<file path="src/rtl/text_console_writer.sv">
// ASCII byte stream to character-RAM writer with cursor, control codes and circular-offset scrolling.
// Cell write is registered 1 cycle after accept; in_ready drops while a line or screen clear is streaming.
module text_console_writer #(
  parameter int COLS   = 40,
  parameter int ROWS   = 30,
  parameter int TAB_W  = 4,
  parameter int SCROLL = 1,
  parameter int AW     = $clog2(COLS*ROWS),
  parameter int CW     = $clog2(COLS),
  parameter int RW     = $clog2(ROWS)
) (
  input  logic          clk,
  input  logic          rst,
  input  logic [7:0]    in_data,
  input  logic          in_valid,
  output logic          in_ready,
  output logic          wr_en,
  output logic [AW-1:0] wr_addr,
  output logic [5:0]    wr_data,
  output logic [CW-1:0] cursor_col,
  output logic [RW-1:0] cursor_row,
  output logic [RW-1:0] top_row,
  output logic          busy
);

  typedef enum logic [1:0] {IDLE, CLR_LINE, CLR_SCREEN} state_t;

  localparam logic [CW-1:0] LAST_COL  = CW'(COLS - 1);
  localparam logic [RW-1:0] LAST_ROW  = RW'(ROWS - 1);
  localparam logic [AW-1:0] LAST_CLA  = AW'(COLS - 1);
  localparam logic [AW-1:0] LAST_CELL = AW'(COLS*ROWS - 1);
  localparam logic [AW-1:0] COLS_A    = AW'(COLS);
  localparam logic [CW:0]   COLS_X    = (CW+1)'(COLS);
  localparam logic [CW:0]   TAB_X     = (CW+1)'(TAB_W);
  localparam logic [CW:0]   TAB_MASK  = (CW+1)'(TAB_W - 1);
  localparam logic [RW:0]   ROWS_X    = (RW+1)'(ROWS);

  state_t        state_q, state_d;
  logic [AW-1:0] cnt_q, cnt_d;
  logic [RW-1:0] clr_row_q, clr_row_d;
  logic [CW-1:0] col_q, col_d;
  logic [RW-1:0] row_q, row_d;
  logic [RW-1:0] top_q, top_d;
  logic          wr_en_q, wr_en_d;
  logic [AW-1:0] wr_addr_q, wr_addr_d;
  logic [5:0]    wr_data_q, wr_data_d;

  logic          adv;
  logic [RW:0]   psum;
  logic [RW-1:0] phys_row;
  logic [AW-1:0] cell_addr;
  logic [AW-1:0] clr_addr;
  logic [CW:0]   tab_nxt;

  // Physical row without assuming ROWS is a power of two: the sum is < 2*ROWS.
  always_comb begin
    psum      = {1'b0, top_q} + {1'b0, row_q};
    phys_row  = (psum >= ROWS_X) ? RW'(psum - ROWS_X) : psum[RW-1:0];
    cell_addr = AW'(phys_row) * COLS_A + AW'(col_q);
    clr_addr  = AW'(clr_row_q) * COLS_A + cnt_q;
    tab_nxt   = ({1'b0, col_q} & ~TAB_MASK) + TAB_X;
  end

  always_comb begin
    state_d   = state_q;
    cnt_d     = cnt_q;
    clr_row_d = clr_row_q;
    col_d     = col_q;
    row_d     = row_q;
    top_d     = top_q;
    wr_en_d   = 1'b0;
    wr_addr_d = wr_addr_q;
    wr_data_d = wr_data_q;
    adv       = 1'b0;

    case (state_q)
      IDLE: begin
        if (in_valid && !in_data[7]) begin
          if (in_data[6:5] != 2'b00) begin
            wr_en_d   = 1'b1;
            wr_addr_d = cell_addr;
            wr_data_d = {in_data[6], in_data[4:0]};
            if (col_q == LAST_COL) begin
              col_d = '0;
              adv   = 1'b1;
            end else begin
              col_d = col_q + 1'b1;
            end
          end else begin
            case (in_data[4:0])
              5'h0A: begin
                col_d = '0;
                adv   = 1'b1;
              end
              5'h0D: col_d = '0;
              5'h08: if (col_q != '0) col_d = col_q - 1'b1;
              5'h09: begin
                if (tab_nxt >= COLS_X) begin
                  col_d = '0;
                  adv   = 1'b1;
                end else begin
                  col_d = tab_nxt[CW-1:0];
                end
              end
              5'h0C: begin
                col_d   = '0;
                row_d   = '0;
                top_d   = '0;
                cnt_d   = '0;
                state_d = CLR_SCREEN;
              end
              default: ;
            endcase
          end
        end
      end
      CLR_LINE: begin
        wr_en_d   = 1'b1;
        wr_addr_d = clr_addr;
        wr_data_d = 6'h00;
        if (cnt_q == LAST_CLA) state_d = IDLE;
        else                   cnt_d   = cnt_q + 1'b1;
      end
      CLR_SCREEN: begin
        wr_en_d   = 1'b1;
        wr_addr_d = cnt_q;
        wr_data_d = 6'h00;
        if (cnt_q == LAST_CELL) state_d = IDLE;
        else                    cnt_d   = cnt_q + 1'b1;
      end
      default: state_d = CLR_SCREEN;
    endcase

    // The line to blank is always the old top row: after a scroll it becomes the bottom line.
    if (adv) begin
      if (row_q != LAST_ROW) begin
        row_d = row_q + 1'b1;
      end else begin
        state_d   = CLR_LINE;
        cnt_d     = '0;
        clr_row_d = top_q;
        if (SCROLL != 0) top_d = (top_q == LAST_ROW) ? '0 : top_q + 1'b1;
        else             row_d = '0;
      end
    end
  end

  always_ff @(posedge clk or posedge rst) begin
    if (rst) begin
      state_q   <= CLR_SCREEN;
      cnt_q     <= '0;
      clr_row_q <= '0;
      col_q     <= '0;
      row_q     <= '0;
      top_q     <= '0;
      wr_en_q   <= 1'b0;
      wr_addr_q <= '0;
      wr_data_q <= '0;
    end else begin
      state_q   <= state_d;
      cnt_q     <= cnt_d;
      clr_row_q <= clr_row_d;
      col_q     <= col_d;
      row_q     <= row_d;
      top_q     <= top_d;
      wr_en_q   <= wr_en_d;
      wr_addr_q <= wr_addr_d;
      wr_data_q <= wr_data_d;
    end
  end

  assign in_ready   = (state_q == IDLE);
  assign busy       = ~in_ready;
  assign wr_en      = wr_en_q;
  assign wr_addr    = wr_addr_q;
  assign wr_data    = wr_data_q;
  assign cursor_col = col_q;
  assign cursor_row = row_q;
  assign top_row    = top_q;

endmodule

</file>
<file path="config.mk">
export PLATFORM = sky130hd
export DESIGN_NAME = text_console_writer
export DESIGN_NICKNAME = d
export VERILOG_FILES = /design/src/rtl/text_console_writer.sv
export SDC_FILE = /design/constraint.sdc
export NUM_CORES = 1
export LEC_CHECK = 0
export ABC_AREA = 0
export BUFFER_PORTS_ARGS = -buffer_cell sky130_fd_sc_hd__buf_2
export CORE_MARGIN = 5
export CORE_UTILIZATION = 60
export DETAILED_ROUTE_END_ITERATION = 8
export GPL_TIMING_DRIVEN = 0
export PLACE_DENSITY = 0.8
export SLEW_MARGIN = 20
export SYNTH_ARGS = -nofsm -noshare
export SYNTH_HDL_FRONTEND = slang
export SYNTH_SLANG_ARGS = --single-unit
</file>
<file path="constraint.sdc">
create_clock -name clk -period 12.82 [get_ports clk]
set_input_delay 0.641 -clock clk [delete_from_list [all_inputs] [get_ports clk]]
set_output_delay 0.641 -clock clk [all_outputs]
set_load 0.1 [all_outputs]
</file>
# After elaboration in Yosys (flattened, before gate mapping)
# Index checks and enable logic that the tools add are counted.
[op_classes]
bitwise = 2
n_eq_ne = 15
magnitude_cmp = 2
n_mul = 2
n_mux = 50
reduce_logical = 14
n_addsub = 10
[ops]
columns = ["cell", "n"]
rows = [
  ["$mux W11", 9],
  ["$mux W5", 14],
  ["$pmux W11 S3", 2],
  ["$mux W6", 6],
  ["$eq A5 B4 Y1 const B", 5],
  ["$pmux W6 S3", 1],
  ["$mul A5 B3 Y8 const B", 2],
  ["$mux W2", 7],
  ["$pmux W6 S2", 1],
  ["$add A11 B1 Y11 const B", 1],
  ["$add A11 B11 Y11", 1],
  ["$add A11 B6 Y11", 1],
  ["$eq A11 B11 Y1 const B", 1],
  ["$eq A11 B6 Y1 const B", 1],
  ["$add A5 B1 Y5 const B", 2],
  ["$add A6 B3 Y7 const B", 1],
  ["$ge A7 B6 Y1 const B", 1],
  ["$mux W1", 7],
  ["$add A5 B5 Y6", 1],
  ["$add A6 B1 Y6 const B", 1],
  ["$eq A6 B6 Y1 const B", 1],
  ["$ge A6 B5 Y1 const B", 1],
  ["$pmux W2 S3", 1],
  ["$reduce_and A3 Y1", 2],
  ["other kinds (21)", 25],
]
[totals]
word_cells = 104
in_bits = 11
reg_bits = 52

# Depth between registers and ports, before layout
# Gate-level depths: netlist of run 1.
[logic_depth]
word_depth = 8
depth_mapped = 17

# Worst setup path before layout of run 1
# Ideal clock, no wire load.
[synth_path]
kind = "register to register"
start = "register top_q[0], in the netlist top_row[0]"
end = "register wr_addr_q[10], in the netlist wr_addr[10]"
period_less_slack_ns = 4.728
n_path_buf = 0
arrival_time_ns = 4.633
required_time_ns = 12.724
path_slack_ns = 8.092
path_stages_with_launch = 18
setup_time_ns = 0.096
path_cell_list = "dfrtp_1 -> ha_1 -> fa_1 -> a21o_1 -> a21oi_1 -> xnor2_1 -> a31oi_1 -> nor2b_1 -> xnor2_1 -> ha_1 -> ha_1 -> fa_1 -> o211ai_1 -> nor3_1 -> a221o_1 -> nor2_1 -> mux2_2 -> o31ai_1"
[synth_via]
elab_chain_len = 8
[synth_lines]
columns = ["element", "line", "rtl"]
rows = [
  ["start, declared", "43", "logic [RW-1:0] top_q, top_d;"],
  ["start signal, assigned", "165", "top_q <= top_d;"],
  ["$add A5 B5 Y6 (*)", "57", "psum = {1'b0, top_q} + {1'b0, row_q};"],
  ["$sub A5 B5 Y5 / $ge A6 B5 Y1 (equally long branches)", "58", "phys_row = (psum >= ROWS_X) ? RW'(psum - ROWS_X) : psum[RW-1:0];"],
  ["$mux W5 (*)", "58", ""],
  ["$mul A5 B3 Y8 (*)", "59", "cell_addr = AW'(phys_row) * COLS_A + AW'(col_q);"],
  ["$add A11 B6 Y11 (*)", "59", ""],
  ["$mux W11 (*)", "79", "if (in_data[6:5] != 2'b00) begin"],
  ["$mux W11 (*)", "78", "if (in_valid && !in_data[7]) begin"],
  ["$pmux W11 S3 (*)", "76", "case (state_q)"],
  ["end signal, assigned", "167", "wr_addr_q <= wr_addr_d;"],
  ["end, declared", "45", "logic [AW-1:0] wr_addr_q, wr_addr_d;"],
]
# Every way passes the cells marked *; elsewhere a longest branch is shown, timed or not. The select of a mux whose other input is x is not followed.
# A chain may end at the register's enable or synchronous reset.

# Worst setup path in the final report of run 1
# Ends and elaborated chain as after synthesis.

==> results of run 1 <==
[worst max path at each step]
stage	to	slack, ns	depth (start not counted)
after detailed placement	wr_addr[10]	8.20	16
after global routing	wr_addr[10]	7.70	16
after CTS	wr_addr[10]	8.16	16
after global placement	wr_addr[10]	8.28	17
after floorplan	wr_addr[10]	8.09	17
final	wr_addr[10]	8.12	16
[Yosys cell counts, types with 6 or more instances]
| master | instances | area share [%] |
|---|---|---|
| sky130_fd_sc_hd__xnor2_1 | 16 | 3.3 |
| sky130_fd_sc_hd__o21ai_0 | 32 | 3.8 |
| sky130_fd_sc_hd__mux2i_1 | 8 | 1.9 |
| sky130_fd_sc_hd__nor2b_1 | 9 | 1.3 |
| sky130_fd_sc_hd__a21oi_1 | 36 | 4.2 |
| sky130_fd_sc_hd__or2_2 | 6 | 0.88 |
| sky130_fd_sc_hd__inv_1 | 27 | 2.4 |
| sky130_fd_sc_hd__nor3_1 | 7 | 0.82 |
| sky130_fd_sc_hd__dfrtp_1 | 51 | 30 |
| sky130_fd_sc_hd__a211oi_1 | 8 | 1.4 |
| sky130_fd_sc_hd__nand2_1 | 53 | 4.7 |
| sky130_fd_sc_hd__a21o_1 | 10 | 1.8 |
| sky130_fd_sc_hd__a221oi_1 | 6 | 1.2 |
| sky130_fd_sc_hd__a31oi_1 | 8 | 1.2 |
| sky130_fd_sc_hd__and3_1 | 13 | 1.9 |
| sky130_fd_sc_hd__and2_1 | 6 | 0.88 |
| sky130_fd_sc_hd__nand3_1 | 15 | 1.8 |
| sky130_fd_sc_hd__nor2_1 | 35 | 3.1 |
| sky130_fd_sc_hd__ha_1 | 43 | 13 |
| sky130_fd_sc_hd__o31ai_1 | 11 | 1.9 |
| sky130_fd_sc_hd__clkbuf_1 | 16 | 1.4 |
[critical path: stages, from the launching register on]
cell and delay, ns:
sky130_fd_sc_hd__dfrtp_1 0.51, sky130_fd_sc_hd__ha_1 0.27, sky130_fd_sc_hd__fa_1 0.40, sky130_fd_sc_hd__a21o_1 0.17, sky130_fd_sc_hd__a21oi_1 0.26, sky130_fd_sc_hd__xnor2_1 0.19
sky130_fd_sc_hd__a31oi_1 0.16, sky130_fd_sc_hd__xnor2_1 0.41, sky130_fd_sc_hd__ha_1 0.32, sky130_fd_sc_hd__ha_1 0.23, sky130_fd_sc_hd__fa_1 0.55, sky130_fd_sc_hd__o211ai_1 0.13
sky130_fd_sc_hd__nor3_1 0.33, sky130_fd_sc_hd__a221o_1 0.20, sky130_fd_sc_hd__nor2_1 0.04, sky130_fd_sc_hd__mux2_2 0.28, sky130_fd_sc_hd__o31ai_1 0.18
[power by group through the flow]
stage	clock network [mW]	logic, mW	registers, mW
CTS	0.0947	0.0108	0.164
global placement	0	0.0105	0.167
finish	0.0932	0.0106	0.164
global route	0.101	0.0123	0.164
detailed placement	0	0.0108	0.167
floorplan	0	0.00618	0.167
[logic make-up (layout without fill, tap and decap cells)]
logic type / after synthesis / in the layout / share of synthesized area (%)
and+or+nand+nor: 170 / 170 / 20.0
AOI/OAI and AO/OA: 146 / 146 / 22.8
DFF: 52 / 52 / 30.6
adders and majority gates: 48 / 48 / 15.0
buffers and inverters: 45 / 98 / 4.00
xor gates and xnor gates: 21 / 21 / 4.33
muxes: 13 / 13 / 3.21
[area by class of cell]
class                      count  area share, %
clock inverter                 2          0.267
inverter                      27           2.22
multi-input combinational    398           59.3
buffer                        18           1.47
clock buffer                   5           1.47
tap                           96           2.56
timing repair buffer          46           4.91
sequential                    52           27.8
[stage by stage]
step	utilization (%)	worst slack, ns
finish	68.6	8.12
global route	68.6	7.70
CTS	68.6	8.16
detailed placement	67.4	8.20
global placement	67.3	8.28
floorplan	-	8.09
[registers in the layout, summed over array words and instances (netlist names)]
signal / count
top_row: 5
cursor_row: 5
wr_data: 6
cnt_q: 11
wr_en: 1
cursor_col: 6
clr_row_q: 5
state_q: 2
wr_addr: 11
[layer usage]
| layer | track usage [%] | vias up | share of wire [%] |
|---|---|---|---|
| li1 | - | 1918 | - |
| met2 | 44.4 | 99 | 50 |
| met5 | 0 | - | 0 |
| met4 | 5.42 | 0 | 1.1 |
| met1 | 34.3 | 1924 | 44 |
| met3 | 3.53 | 10 | 4.6 |
==> insert_results.sql, run 1 <==
INSERT INTO impl_metrics (metric_group, metric, value, unit) VALUES
('clock_tree', 'cts.clk_slew.worst_paths', '0.10', 'ns'),
('clock_tree', 'cts_resized', '0', ''),
('route', 'vias_per_cell', '6.14', ''),
('setup_path', 'worst_setup_path_startpoint', 'top_row[0]', ''),
('power', 'power_leakage', '2.23', 'nW'),
('setup_path', 'worstReg2RegStart', 'top_row[0]', ''),
('clock_tree', 'cts_sinks', '52', ''),
('route', 'ant_nets', '0', ''),
('grt', 'grt_first_pass_wirelength', '18300', 'um'),
('clock_tree', 'ctsHoldBuffers', '0', ''),
('finish', 'layout.cells.most_common', 'sky130_fd_sc_hd__nand2_1', ''),
('finish', 'layout.nets', '607', ''),
('route', 'post-route-drc-count', '0', ''),
('setup_path', 'crit_path_end_kind', 'flip-flop', ''),
('power', 'power.switching_fraction', '23.8', '%'),
('sta', 'max_freq', '0.213', 'GHz'),
('placed_design', 'numPortBuffers', '46', ''),
('sta', 'fin_skew', '0.0116', 'ns'),
('job', 'drv_cap', '0', ''),
('yosys', 'yosys.cell_types.count', '61', ''),
('die', 'die_area', '8870', 'um^2'),
('yosys', 'synth_seq_cells', '52', ''),
('power', 'p_per_area', '57.1', 'nW/um^2'),
('clock_tree', 'cts_setup_buffers', '0', ''),
('die', 'horiz_die_dim', '94.2', 'um'),
('finish', 'layout.cells.non_filler', '644', ''),
('route', 'drt-pass1-iter-count', '5', ''),
('route', 'route.detailed.wl_per_inst', '16.6', 'um'),
('setup_path', 'r2r.worst_path.cells', '16', ''),
('setup_path', 'critical_setup_path_class', 'reg -> reg', ''),
('status', 'outcome', 'completed', ''),
('finish', 'antennaDiodeCount', '0', ''),
('power', 'finalPower', '0.268', 'mW'),
('sta', 'layout_min_cycle_time', '4.70', 'ns'),
('yosys', 'synth-main-ff-cell', 'sky130_fd_sc_hd__dfrtp_1', ''),
('setup_path', 'worst-r2r-setup-slack', '8.12', 'ns'),
('sta', 'finalSetupViolCount', '0', ''),
('sta', 'slew_viol_final', '0', ''),
('sta', 'fin_worst_hold_slack', '0.410', 'ns'),
('route', 'totalWireLength', '10700', 'um'),
('die', 'initial_utilization', '62.2', '%'),
('sta', 'tightest_slew', '0.826', 'ns'),
('sta', 'hold_violations', '0', ''),
('clock_tree', 'tritoncts', 'built', ''),
('hold_path', 'worstHoldPathType', 'in -> async', ''),
('finish', 'multi_input_comb_area', '2780', 'um^2'),
('finish', 'seqCellArea', '1300', 'um^2'),
('placed_design', 'dp.final_hpwl', '8290', 'um'),
('finish', 'syn_to_final_growth', '10.2', '%'),
('die', 'placeableCoreArea', '6830', 'um^2'),
('setup_path', 'crit_path_start_kind', 'flip-flop', ''),
('grt', 'overall_overflow_remaining_after_global_route', '0', ''),
('clock_tree', 'htree_levels', '2', ''),
('clock_tree', 'cts_buffer_depth', '2', ''),
('yosys', 'count_of_yosys_warnings_during_synthesis', '0', ''),
('sta', 'rsz0062_at_grt', 'no', ''),
('grt', 'first_global_vias', '3754', ''),
('die', 'dieHeight', '94.2', 'um'),
('route', 'via_count', '3951', ''),
('sta', 'max_slew_margin', '44.8', '%'),
('power', 'netSwitchingPower', '0.0638', 'mW'),
('placed_design', 'place_area', '4600', 'um^2'),
('power', 'seq_power_share', '61.2', '%'),
('finish', 'drive_gt1_share', '13.0', '%'),
('clock_tree', 'numCtsBuffers', '5', ''),
('route', 'initialDrtViolationCount', '267', ''),
('setup_path', 'cp.required', '13.05', 'ns'),
('yosys', 'post_synth.cell_area_avg', '8.59', 'um^2'),
('finish', 'final_cell_area', '4690', 'um^2'),
('grt', 'antenna_found_initial', '0', ''),
('grt', 'grt_max_degree', '53', '');
Power figures use the tool's default switching activity.
==> inputs of run 2 (changes only) <==
Clock period 12.82 ns to 4.6 ns, I/O delays scaled along.
==> run 2 against run 1 <==
Sequential power grew to 2.8 times the previous value. Final cell count rose by 0.62%. Clock power rose to 3.1 times the previous value. Global-route usage down 0.42 points. Utilization increased by 1.2 points. Critical path depth increased by 1. Flip-flop and latch count unchanged. Wire length up 2.3%. Cell area up 1.7%. First-iteration DRC count rose by 17%. Die area unchanged. Critical path type unchanged. Largest power group unchanged. Highest routed layer unchanged.
==> insert_results.sql, run 2 (synthesis gave the netlist of run 1 again) <==
INSERT INTO impl_metrics (metric_group, metric, value, unit) VALUES
('finish', 'seqCellArea', '1310', 'um^2'),
('clock_tree', 'htree_levels', '2', ''),
('route', 'totalWireLength', '10900', 'um'),
('setup_path', 'path_max_fanout', '3', ''),
('job', 'drv_cap', '0', ''),
('sta', 'postLayoutSetupSlackWorst', '0.291', 'ns'),
('grt', 'grt.total_usage', '25.3', '%'),
('power', 'power_leakage', '2.26', 'nW'),
('sta', 'layout_min_cycle_time', '4.31', 'ns'),
('finish', 'multi_input_comb_area', '2800', 'um^2'),
('clock_tree', 'cts.clk_slew.worst_paths', '0.10', 'ns'),
('setup_path', 'cp.required', '4.83', 'ns'),
('finish', 'layout.cells.non_filler', '648', ''),
('clock_tree', 'tritoncts', 'built', ''),
('finish', 'final_cell_area', '4770', 'um^2'),
('route', 'ant_nets', '0', ''),
('finish', 'antennaDiodeCount', '0', ''),
('grt', 'grt_first_pass_wirelength', '18100', 'um'),
('die', 'i_o_pin_count', '47', ''),
('clock_tree', 'clock_latency', '0.31', 'ns'),
('finish', 'syn_to_final_growth', '12.2', '%'),
('finish', 'layout.cells.most_common', 'sky130_fd_sc_hd__nand2_1', ''),
('setup_path', 'critical_setup_path_class', 'reg -> reg', ''),
('route', 'via_count', '4062', ''),
('setup_path', 'crit-reg2reg-capture', 'wr_addr[10]', ''),
('sta', 'fin_skew', '0.0139', 'ns'),
('route', 'route.detailed.wl_per_inst', '16.9', 'um'),
('sta', 'rsz0062_at_grt', 'no', ''),
('route', 'post-route-drc-count', '0', ''),
('placed_design', 'post_place_cells', '638', ''),
('clock_tree', 'numCtsBuffers', '5', ''),
('finish', 'num-fill-cells', '587', ''),
('route', 'drt-pass1-iter-count', '5', ''),
('setup_path', 'worst_setup_path_startpoint', 'top_row[0]', ''),
('sta', 'max_slew_margin', '46.0', '%'),
('die', 'dieHeight', '94.2', 'um'),
('placed_design', 'placer_congestion_estimate', '0.939', ''),
('sta', 'fin_crit_sh', '93.7', '%'),
('grt', 'overall_overflow_remaining_after_global_route', '0', ''),
('setup_path', 'crit_path_end_kind', 'flip-flop', ''),
('grt', 'antenna_found_initial', '0', ''),
('status', 'outcome', 'completed', ''),
('power', 'irDropWorstVdd', '0.112', 'mV'),
('clock_tree', 'cts_buffer_depth', '2', ''),
('power', 'p_per_area', '163', 'nW/um^2'),
('die', 'initial_utilization', '62.2', '%'),
('placed_design', 'dp.final_hpwl', '8470', 'um'),
('setup_path', 'worstReg2RegStart', 'top_row[0]', ''),
('clock_tree', 'cts_sinks', '52', ''),
('grt', 'first_global_vias', '3783', ''),
('placed_design', 'detailedPlace.worstSlack', '-0.0401', 'ns'),
('placed_design', 'place_area', '4630', 'um^2'),
('route', 'initialDrtViolationCount', '312', ''),
('placed_design', 'numPortBuffers', '46', ''),
('sta', 'tightest_slew', '0.807', 'ns'),
('clock_tree', 'ctsRootBufferMaster', 'sky130_fd_sc_hd__clkbuf_8', ''),
('route', 'vias_per_cell', '6.27', ''),
('sta', 'fin_worst_hold_slack', '0.00526', 'ns'),
('die', 'horiz_die_dim', '94.2', 'um'),
('die', 'placeableCoreArea', '6830', 'um^2'),
('setup_path', 'timing.critical_path.arrival', '4.53', 'ns'),
('die', 'placement_rows', '30', ''),
('setup_path', 'worst-r2r-setup-slack', '0.29', 'ns'),
('setup_path', 'crit_path_start_kind', 'flip-flop', ''),
('sta', 'max_freq', '0.232', 'GHz'),
('sta', 'finalSetupViolCount', '0', ''),
('sta', 'hold_violations', '0', ''),
('finish', 'layout.nets', '610', ''),
('die', 'die_area', '8870', 'um^2'),
('finish', 'drive_gt1_share', '14.7', '%'),
('grt', 'grt_max_degree', '30', ''),
('setup_path', 'r2r.worst_path.cells', '17', ''),
('sta', 'slew_viol_final', '0', ''),
('hold_path', 'worstHoldPathType', 'in -> async', ''),
('setup_path', 'worst_setup_path_endpoint', 'wr_addr[10]', ''),
('finish', 'most-common-layout-cells', 'sky130_fd_sc_hd__nand2_1 (53), sky130_fd_sc_hd__dfrtp_1 (49), sky130_fd_sc_hd__buf_2 (47)', '');
## run 2: metal layers
metal / share of wire [%] / routed length [um] / GRT usage [%] / vias to the layer above
li1: - / - / - / 1933
met1: 44 / 4780 / 33.7 / 1997
met2: 49 / 5410 / 43.4 / 113
met3: 5.1 / 556 / 3.45 / 19
met4: 1.8 / 193 / 5.90 / 0
met5: 0 / 0 / 0 / -
## run 2: cell type report
| class | count | area share (%) |
|---|---|---|
| plain buffers | 18 | 1.44 |
| multi-input cells | 398 | 58.8 |
| clock inverters | 2 | 0.315 |
| clock buffers | 6 | 1.73 |
| well taps | 96 | 2.52 |
| repair buffers | 49 | 5.72 |
| flip-flops and latches | 52 | 27.4 |
| inverters | 27 | 2.13 |
## run 2: power breakdown
group	internal (mW)	switching (mW)	total, mW
Sequential	0.457	0	0.457
Combinational	0.0101	0.0224	0.0325
Clock	0.122	0.163	0.286
## run 2: stage by stage
stage | TNS, ns | total power [mW] | utilization [%]
after global placement | 0 | 0.495 | 67.4
final | 0 | 0.775 | 69.8
after CTS | 0 | 0.774 | 69.5
after detailed placement | -0.0401 | 0.498 | 67.8
after global routing | 0 | 0.802 | 69.8
after floorplan | 0 | 0.483 | -
## run 2: critical path: stages (launching register included)
cell and delay [ns]:
sky130_fd_sc_hd__dfrtp_2 0.43, sky130_fd_sc_hd__ha_1 0.21, sky130_fd_sc_hd__fa_1 0.40, sky130_fd_sc_hd__a21o_1 0.19, sky130_fd_sc_hd__a21oi_2 0.18, sky130_fd_sc_hd__xnor2_1 0.17
sky130_fd_sc_hd__a31oi_2 0.17, sky130_fd_sc_hd__nor2b_1 0.16, sky130_fd_sc_hd__xnor2_1 0.17, sky130_fd_sc_hd__ha_1 0.29, sky130_fd_sc_hd__ha_1 0.24, sky130_fd_sc_hd__fa_1 0.55
sky130_fd_sc_hd__o211ai_1 0.15, sky130_fd_sc_hd__nor3_2 0.21, sky130_fd_sc_hd__a221o_1 0.19, sky130_fd_sc_hd__nor2_1 0.04, sky130_fd_sc_hd__mux2_2 0.28, sky130_fd_sc_hd__o31ai_1 0.19
## run 2: repair_timing
item / 4_1_cts / 5_1_grt
endpoints found under the setup margin: 1 / 2
pin swaps: 0 / 2
cloned: 0 / 0
buffers inserted: 0 / 2
resized for setup: 4 / 1
hold buffers: 0 / 0
## run 2: how the worst min path moves through the flow
stage,from,end,slack (ns),cells past startpoint
final,rst,cursor_col[5],0.005,2
after global routing,rst,cursor_col[5],0.06,2
after CTS,rst,cursor_row[2],0.04,2
after detailed placement,rst,cursor_row[2],0.37,2
after global placement,wr_data[0],wr_data[0],0.46,2
after floorplan,in_data[0],wr_data[0],0.37,2
==> inputs of run 3 (changes only) <==
Clock period 4.6 ns to 4.7 ns, I/O delays scaled along.
==> run 3 against run 2 <==
Combinational power decreased by 2%. Cell area fell by 0.31%. Highest routed layer unchanged. Clock skew decreased by 0.00069 ns. Global-route usage decreased by 0.10 points. Critical endpoint unchanged. Clock power down 2%. Via count decreased by 0.27%. Largest power group unchanged. Clock-buffer cell count stayed put. First-iteration DRC count increased by 7.7%.
==> insert_results.sql, run 3 (synthesis gave the netlist of run 1 again) <==
INSERT INTO impl_metrics (metric_group, metric, value, unit) VALUES
('finish', 'layout.cells.most_common', 'sky130_fd_sc_hd__nand2_1', ''),
('die', 'placement_rows', '30', ''),
('power', 'netSwitchingPower', '0.182', 'mW'),
('grt', 'antenna_found_initial', '0', ''),
('placed_design', 'post_place_cells', '638', ''),
('route', 'initialDrtViolationCount', '336', ''),
('clock_tree', 'cts_setup_buffers', '0', ''),
('grt', 'globalRouteMet3Util', '3.45', '%'),
('sta', 'layout_min_cycle_time', '4.46', 'ns'),
('placed_design', 'dp.final_hpwl', '8470', 'um'),
('hold_path', 'worstHoldPathType', 'in -> async', ''),
('die', 'horiz_die_dim', '94.2', 'um'),
('route', 'via_count', '4051', ''),
('finish', 'drive_gt1_share', '14.4', '%'),
('clock_tree', 'ctsHoldBuffers', '0', ''),
('power', 'power.share.clock', '36.9', '%'),
('sta', 'tightest_slew', '0.819', 'ns'),
('sta', 'max_freq', '0.224', 'GHz'),
('grt', 'grt_max_degree', '30', ''),
('die', 'i_o_pin_count', '47', ''),
('power', 'power_leakage', '2.25', 'nW'),
('grt', 'overall_overflow_remaining_after_global_route', '0', ''),
('grt', 'grt_first_pass_wirelength', '18000', 'um'),
('setup_path', 'crit_path_start_kind', 'flip-flop', ''),
('route', 'drt-pass1-iter-count', '5', ''),
('setup_path', 'critical_setup_path_class', 'reg -> reg', ''),
('clock_tree', 'cts_buffer_depth', '2', ''),
('sta', 'postLayoutSetupSlackWorst', '0.244', 'ns'),
('sta', 'timing.setup.tns', '0', 'ns'),
('grt', 'met2_usage', '43.3', '%'),
('grt', 'gr-usage-met1', '33.5', '%'),
('setup_path', 'r2r.worst_path.cells', '17', ''),
('power', 'seq_power_share', '58.9', '%'),
('route', 'vias_per_cell', '6.27', ''),
('die', 'dieHeight', '94.2', 'um'),
('setup_path', 'timing.critical_path.arrival', '4.68', 'ns'),
('sta', 'fin_crit_sh', '94.8', '%'),
('setup_path', 'cp.required', '4.92', 'ns'),
('die', 'initial_utilization', '62.2', '%'),
('clock_tree', 'ctsRootBufferMaster', 'sky130_fd_sc_hd__clkbuf_8', ''),
('die', 'die_area', '8870', 'um^2'),
('power', 'irDropWorstVdd', '0.110', 'mV'),
('route', 'post-route-drc-count', '0', ''),
('clock_tree', 'cts.clk_slew.worst_paths', '0.10', 'ns'),
('clock_tree', 'cts_sinks', '52', ''),
('route', 'route.detailed.wl_per_inst', '16.8', 'um'),
('grt', 'grt.total_usage', '25.2', '%'),
('status', 'outcome', 'completed', ''),
('power', 'p_per_area', '160', 'nW/um^2'),
('finish', 'syn_to_final_growth', '11.8', '%'),
('setup_path', 'crit_path_end_kind', 'flip-flop', ''),
('clock_tree', 'tritoncts', 'built', ''),
('placed_design', 'placer_congestion_estimate', '0.939', ''),
('sta', 'finalSetupViolCount', '0', ''),
('finish', 'layout.cells.non_filler', '646', ''),
('power', 'power.switching_fraction', '24.0', '%'),
('sta', 'slew_viol_final', '0', ''),
('grt', 'first_global_vias', '3771', ''),
('sta', 'fin_skew', '0.0132', 'ns'),
('sta', 'rsz0062_at_grt', 'no', ''),
('die', 'placeableCoreArea', '6830', 'um^2'),
('setup_path', 'path_max_fanout', '9', ''),
('placed_design', 'detailedPlace.worstSlack', '0.0599', 'ns'),
('sta', 'fin_worst_hold_slack', '0.0123', 'ns'),
('power', 'combPwrFrac', '4.2', '%'),
('job', 'drv_cap', '0', ''),
('sta', 'max_slew_margin', '45.2', '%'),
('power', 'internal-power', '0.577', 'mW'),
('finish', 'layout.nets', '608', ''),
('clock_tree', 'htree_levels', '2', ''),
('grt', 'global_route.peak_usage_layer', 'met2', ''),
('placed_design', 'numPortBuffers', '46', ''),
('route', 'totalWireLength', '10900', 'um'),
('route', 'ant_nets', '0', ''),
('finish', 'most-common-layout-cells', 'sky130_fd_sc_hd__nand2_1 (53), sky130_fd_sc_hd__dfrtp_1 (49), sky130_fd_sc_hd__buf_2 (47)', ''),
('sta', 'hold_violations', '0', ''),
('clock_tree', 'clock_latency', '0.31', 'ns'),
('clock_tree', 'numCtsBuffers', '5', ''),
('finish', 'antennaDiodeCount', '0', '');
run 3: cell count changes in the layout (fill, tap and decap cells not counted), sizes merged:
cell  change
buf       -2
run 3: worst paths after layout:
check | end | slack [ns] | from
worst min register to register | wr_data[3] | 0.49 | wr_data[3]
worst min-delay path | cursor_col[5] | 0.01 | rst
max in group asynchronous | top_row[0] | 4.12 | rst
worst max-delay path | wr_addr[10] | 0.24 | top_row[0]
worst max register to register | wr_addr[10] | 0.24 | top_row[0]
min in group clk | wr_data[3] | 0.19 | in_data[3]
run 3: per-stage QoR:
stage               cell area (um^2)  utilization (%)  power, mW
global route                    4750             69.6      0.785
finish                          4750             69.6      0.759
global placement                4600             67.4      0.484
CTS                             4730             69.2      0.757
detailed placement              4630             67.8      0.488
floorplan                       4250                -      0.473
run 3: final cells by class:
type / count / area (um^2)
buffer: 18 / 68.8
clock buffer: 6 / 82.6
clock inverter: 2 / 15.0
fill: 588 / 2080
inverter: 27 / 101
multi-input combinational: 398 / 2800
sequential: 52 / 1310
tap: 96 / 120
timing repair buffer: 47 / 258
run 3: per-layer routing:
metal,vias to the layer above,part of all wire [%]
met4,0,1.7
met1,1972,43
li1,1920,-
met2,139,50
met5,-,0
met3,20,5.9
run 3: worst max-delay path: stages, from the launching register on:
cell	delay (ns)
sky130_fd_sc_hd__dfrtp_2	0.49
sky130_fd_sc_hd__ha_1	0.23
sky130_fd_sc_hd__fa_1	0.40
sky130_fd_sc_hd__a21o_1	0.19
sky130_fd_sc_hd__a21oi_2	0.18
sky130_fd_sc_hd__xnor2_1	0.17
sky130_fd_sc_hd__a31oi_2	0.17
sky130_fd_sc_hd__nor2b_1	0.16
sky130_fd_sc_hd__xnor2_1	0.17
sky130_fd_sc_hd__ha_1	0.29
sky130_fd_sc_hd__ha_1	0.24
sky130_fd_sc_hd__fa_1	0.55
sky130_fd_sc_hd__o211ai_1	0.15
sky130_fd_sc_hd__nor3_2	0.26
sky130_fd_sc_hd__a221o_1	0.19
sky130_fd_sc_hd__nor2_1	0.04
sky130_fd_sc_hd__mux2_2	0.28
sky130_fd_sc_hd__o31ai_1	0.20
run 3: timing repair:
item                       CTS  global route
resized for setup            0             5
setup endpoints to repair    0             1
hold endpoints to repair     0             0
run 3: power groups by stage:
| stage | sequential (mW) | combinational [mW] | clock [mW] |
|---|---|---|---|
| 6_report | 0.447 | 0.0317 | 0.280 |
| 5_1_grt | 0.447 | 0.0362 | 0.301 |
| 4_1_cts | 0.447 | 0.0320 | 0.278 |
| 3_5_place_dp | 0.456 | 0.0320 | 0 |
| 3_3_place_gp | 0.456 | 0.0283 | 0 |
| 2_1_floorplan | 0.456 | 0.0168 | 0 |
